===== src/rtl/sync_fifo.sv =====
// ---------------------------------------------------------------------------
// sync_fifo
//
// Single-clock first-in first-out buffer with independent write and read
// enables. A producer pushes words when it has them and a consumer pulls them
// when it is ready. Every output comes straight from a flop.
//
// Parameters:
//   WIDTH     - bit width of stored words
//   DEPTH     - number of storage entries (power of two, >= 2)
//
// Ports:
//   clk       - posedge-active clock
//   rst       - synchronous, active-high reset; has priority over wr_en/rd_en
//   wr_en     - write request; accepted only when not full
//   din       - write data, sampled together with wr_en
//   rd_en     - read request; accepted only when not empty
//   dout      - read data, valid the cycle after an accepted read, held
//               until the next accepted read
//   full      - DEPTH words stored
//   empty     - zero words stored
//   count     - number of stored words, 0..DEPTH
//   overflow  - one-cycle pulse after an edge where wr_en was seen while full
//   underflow - one-cycle pulse after an edge where rd_en was seen while empty
// ---------------------------------------------------------------------------
module sync_fifo #(
    parameter int WIDTH = 11,
    parameter int DEPTH = 16
) (
    input  logic                     clk,
    input  logic                     rst,
    input  logic                     wr_en,
    input  logic [WIDTH-1:0]         din,
    input  logic                     rd_en,
    output logic [WIDTH-1:0]         dout,
    output logic                     full,
    output logic                     empty,
    output logic [$clog2(DEPTH):0]   count,
    output logic                     overflow,
    output logic                     underflow
);

    localparam int AW = $clog2(DEPTH);
    localparam int CW = AW + 1;
    localparam logic [CW-1:0] DEPTH_C = CW'(DEPTH);

    logic [WIDTH-1:0] mem [DEPTH];
    logic [AW-1:0]    wr_ptr;
    logic [AW-1:0]    rd_ptr;
    logic [CW-1:0]    count_next;
    logic             wr_ok;
    logic             rd_ok;

    // Acceptance depends only on the registered flags, so a write at full is
    // refused even when a read frees a slot in the same cycle, and a read at
    // empty never falls through to the word being written.
    assign wr_ok = wr_en && !full;
    assign rd_ok = rd_en && !empty;

    // NOTE: every signal written in always_comb gets a default first so no
    // path leaves it unassigned and no latch is inferred.
    always_comb begin
        count_next = count;
        case ({wr_ok, rd_ok})
            2'b10:   count_next = count + CW'(1);
            2'b01:   count_next = count - CW'(1);
            default: count_next = count;
        endcase
    end

    // NOTE: the storage array has no reset; after reset the pointers make
    // stale entries unreachable until they are rewritten, and leaving the
    // array unreset lets it map onto RAM.
    always_ff @(posedge clk) begin
        if (!rst && wr_ok) begin
            mem[wr_ptr] <= din;
        end
    end

    // NOTE: state registers use non-blocking assignments so every flop samples
    // pre-edge values regardless of statement order.
    always_ff @(posedge clk) begin
        if (rst) begin
            wr_ptr    <= '0;
            rd_ptr    <= '0;
            count     <= '0;
            empty     <= 1'b1;
            full      <= 1'b0;
            dout      <= '0;
            overflow  <= 1'b0;
            underflow <= 1'b0;
        end else begin
            // Pointers are exactly AW bits wide, so DEPTH-1 wraps to 0.
            if (wr_ok) begin
                wr_ptr <= wr_ptr + AW'(1);
            end
            if (rd_ok) begin
                rd_ptr <= rd_ptr + AW'(1);
                dout   <= mem[rd_ptr];
            end
            count     <= count_next;
            empty     <= (count_next == '0);
            full      <= (count_next == DEPTH_C);
            overflow  <= wr_en && full;
            underflow <= rd_en && empty;
        end
    end

endmodule

===== config.mk =====
export PLATFORM = sky130hd
export DESIGN_NAME = sync_fifo
export DESIGN_NICKNAME = d
export VERILOG_FILES = /design/src/rtl/sync_fifo.sv
export SDC_FILE = /design/constraint.sdc
export NUM_CORES = 1
export LEC_CHECK = 0
export CAP_MARGIN = 20
export CORE_MARGIN = 3
export CORE_UTILIZATION = 67
export CTS_CLUSTER_DIAMETER = 200
export DETAILED_ROUTE_END_ITERATION = 6
export DONT_BUFFER_PORTS = 1
export HOLD_SLACK_MARGIN = 0.05
export PLACE_DENSITY_LB_ADDON = 0.2
export SLEW_MARGIN = 20
export SYNTH_ARGS = -nofsm -noshare
export SYNTH_HDL_FRONTEND = slang
export SYNTH_SLANG_ARGS = --single-unit

===== constraint.sdc =====
create_clock -name clk -period 4.5 [get_ports clk]
set_clock_uncertainty 0.05 [all_clocks]
set_input_delay 0.45 -clock clk [delete_from_list [all_inputs] [get_ports clk]]
set_output_delay 0.45 -clock clk [all_outputs]
set_load 0.02 [all_outputs]

==> summary.md <==
| Metric | Value |
|---|---|
| Worst Path Arrival | roughly 2900 ps |
| Worst-Margin Slew | approximately 1100 ps |
| Tmin final | slightly below 3000 ps |
| Fill cells | 615 |
| Vias in the first global route | 4077 |
| Max Clk Rate | 346 MHz |
| Slew Viols, Final | 0 |
| Sequential-to-total area share from yosys stat | 0.733 |
| Simple-gate share of the synthesized area | 0.0444 |
| Yosys warns | 0 |
| Worst-path clk slew | 60 ps |
| Status | completed |
| Highest routed layer | met4 |
| Yosys top cell area share | 0.663 |
| Grt ovf | 0 |
| Crit share post-route | 0.642 |
| Final Util | 0.770 |
| Ratio of cells with drive above 1 in the final layout | 0.161 |
| Final Setup Violations | 0 |
| First-pass DRT Iterations | 5 |
| Setup WS pre-CTS | 1590 ps |
| Critical-path cell list | nor2b_1 -> inv_2 -> nor2_1 -> nand2_1 -> nor2_1 |
| I/O Pins | 35 |
| Antenna viol nets, final | 0 |
| Final worst setup slack | 1610 ps |
| Maximum fanout along the worst path | 11 |
| Site Rows | 39 |
| DRC | 0 |
| Worst EP required | 4540 ps |
| TritonCTS Buffers | 20 |
| GPL Wtd Cong | 0.780 |
| DR iter-0 viols | 471 |
| Hold WS | 66.1 ps |
| CP dominant cell by count | nor2_1 |
| Largest net degree at the start of global routing | 48 |
| Critical path launch point type | flip-flop |
| Max-cap violation count | 0 |
| CP max-delay cell | nor2_1 |
| CTS sink cnt | 204 |
| Final net count | about 470 |
| Yosys cell types | 35 |
| Vias per cell | slightly below 7 |
| WL/cell | about 27 um |
| Syn_area_per_cell | about 18 um^2 |
| Die Width | 115 um |
| Synth area leader | edfxtp_1 |
| Via count | 4131 |
| Final Hold Vio Count | 0 |
| Critical Path Max Stage Delay | 860 ps |
| Syn Inst Count | 433 |
| Commonest cells after routing, fill and taps aside | edfxtp_1, nor2_1, mux4_2 |
| P_leak | 2.86 nW |
| Setup_tns | 0 ps |
| Area delta synth->final | 11.2% |
| Cells after DPL | 555 |
| Max IR drop VDD | 0.360 mV |
| Gr usage total | 0.265 |
| Synth Area in Compound Gates | 0.0477 |
| Cell area power density | 477 nW/um^2 |
| Slew HR | 0.283 |
| CTS H-tree depth | 1 |
| Met2 WL post-DR | 7.85 mm |
| Die Y | 115 um |
| Syn nets | 455 |
| Xor/xnor share of the synthesized area | 0.0121 |
| First-pass GRT wire length | 25.2 mm |
| Setup Crit Path Kind | flip-flop to flip-flop |
| Die area | 13200 um^2 |
| CTS root buf | clkbuf_16 |
| Initial antenna violation count | 3 |
| Clock latency on the worst-skew pair | around 480 ps |
| Effective utilization at floorplan | 0.692 |
| Flops & latches, synth | 204 |
| Post-synthesis mux area share | 0.132 |
| Main combinational cell family by area after synthesis | multiplexers |
| DRT Wirelength | 16.6 mm |
| WL met1 | 6.76 mm |
| Finished Layout Cells | around 610 |
| WL met3 | 1.52 mm |
| Core ar. | 11500 um^2 |
| Worst min path class | input port to flip-flop |
| Leading cell type in the layout, fill and taps excluded | edfxtp_1 |
| Mapped cell area | about 8000 um^2 |
| IO buf count | 0 |
| Post-DP HPWL | 9.86 mm |
| Post-Synth Adder-Cell Area | 0.0110 |
| Clock Path Buffers | 3 |
| RSZ-0062 raised after global routing | false |
| CTS tree | yes |
| Critical path endpoint category | flip-flop |
| Largest cells by area after synthesis | edfxtp_1, mux4_2, dfxtp_1, mux4_1, a22oi_1 |
==> cell type report <==
class                   instances  area, um^2  share of cell area
flip-flops and latches        204        5850               0.660
multi-input cells             199        1990               0.224
clock buffers                  31         593              0.0669
well taps                     143         179              0.0202
repair buffers                 16         148              0.0167
clock inverters                 5        75.1             0.00847
inverters                       6        22.5             0.00254
diodes                          3        7.51            0.000847
==> cell families (layout without fill, tap and decap cells) <==
| kind of cell | Yosys count | in the layout |
|---|---|---|
| other cells | 0 | 3 |
| compound gates | 59 | 59 |
| buf+inv | 30 | 58 |
| fa+ha+maj | 7 | 7 |
| xor+xnor | 11 | 11 |
| mux | 45 | 45 |
| simple gates | 77 | 77 |
| flops | 204 | 204 |
==> power breakdown <==
part	switching, mW	internal [mW]
clock network	0.645	1.02
registers	0.0896	2.10
logic	0.202	0.177
total	0.937	3.29
==> state kept, by name, indices dropped and copies added, names as in the netlist <==
name,flops
underflow,1
dout,11
count,5
wr_ptr,4
empty,1
overflow,1
mem,176
full,1
rd_ptr,4
==> synth_stat cells <==
cell / number
edfxtp_1: 176
nor2_1: 36
mux4_2: 31
dfxtp_1: 28
a21oi_1: 27
a22oi_1: 22
mux4_1: 13
nand2_1: 13
clkbuf_1: 9
buf_2: 8
nor3_1: 8
ha_1: 7
nor2b_1: 7
xnor2_1: 6
buf_6: 5
xor2_1: 5
inv_1: 4
and2_1: 3
nand2b_1: 3
and3_1: 2
buf_1: 2
inv_2: 2
nand4_1: 2
o22ai_1: 2
o31ai_1: 2
a21boi_1: 1
a21oi_2: 1
and4b_1: 1
mux2i_1: 1
nor3b_1: 1
nor4_1: 1
o2111ai_1: 1
o211a_1: 1
o211ai_2: 1
o21ai_0: 1
==> metrics by stage <==
step,total power [mW],area [um^2]
2_1_floorplan,2.49,7970
3_3_place_gp,2.55,8060
3_5_place_dp,2.56,8060
4_1_cts,4.25,8860
5_1_grt,4.36,8860
6_report,4.23,8860
==> routing by layer <==
| layer | track usage | vias up |
|---|---|---|
| met3 | 0.0600 | 38 |
| met1 | 0.396 | 2088 |
| met5 | 0 | - |
| met2 | 0.399 | 236 |
| li1 | - | 1769 |
| met4 | 0.0837 | 0 |
==> critical path, delay by kind of cell (launching register included) <==
family	cells	cell delay, ps
flip-flops	1	380
buffers and inverters	1	160
AND/OR/NAND/NOR	4	1910
==> worst paths after layout <==
kind                            slack, ps                endpoint  cells after the start                    from
worst max-delay path                 1610     mem[6][4]$_DFFE_PP_                      5         full$_SDFF_PP0_
worst min-delay path                   70     overflow$_SDFF_PP0_                      1                   wr_en
worst min register to register        490  wr_ptr[1]$_SDFFE_PP0P_                      2  wr_ptr[1]$_SDFFE_PP0P_
worst max register to register       1610     mem[6][4]$_DFFE_PP_                      5         full$_SDFF_PP0_
==> repair_timing <==
item	4_1_cts	5_1_grt
buffers inserted	0	0
endpoints found under the hold margin	200	0
hold buffers	13	0
resized for setup	0	0
Note: power is estimated with default switching activity, not from simulation.
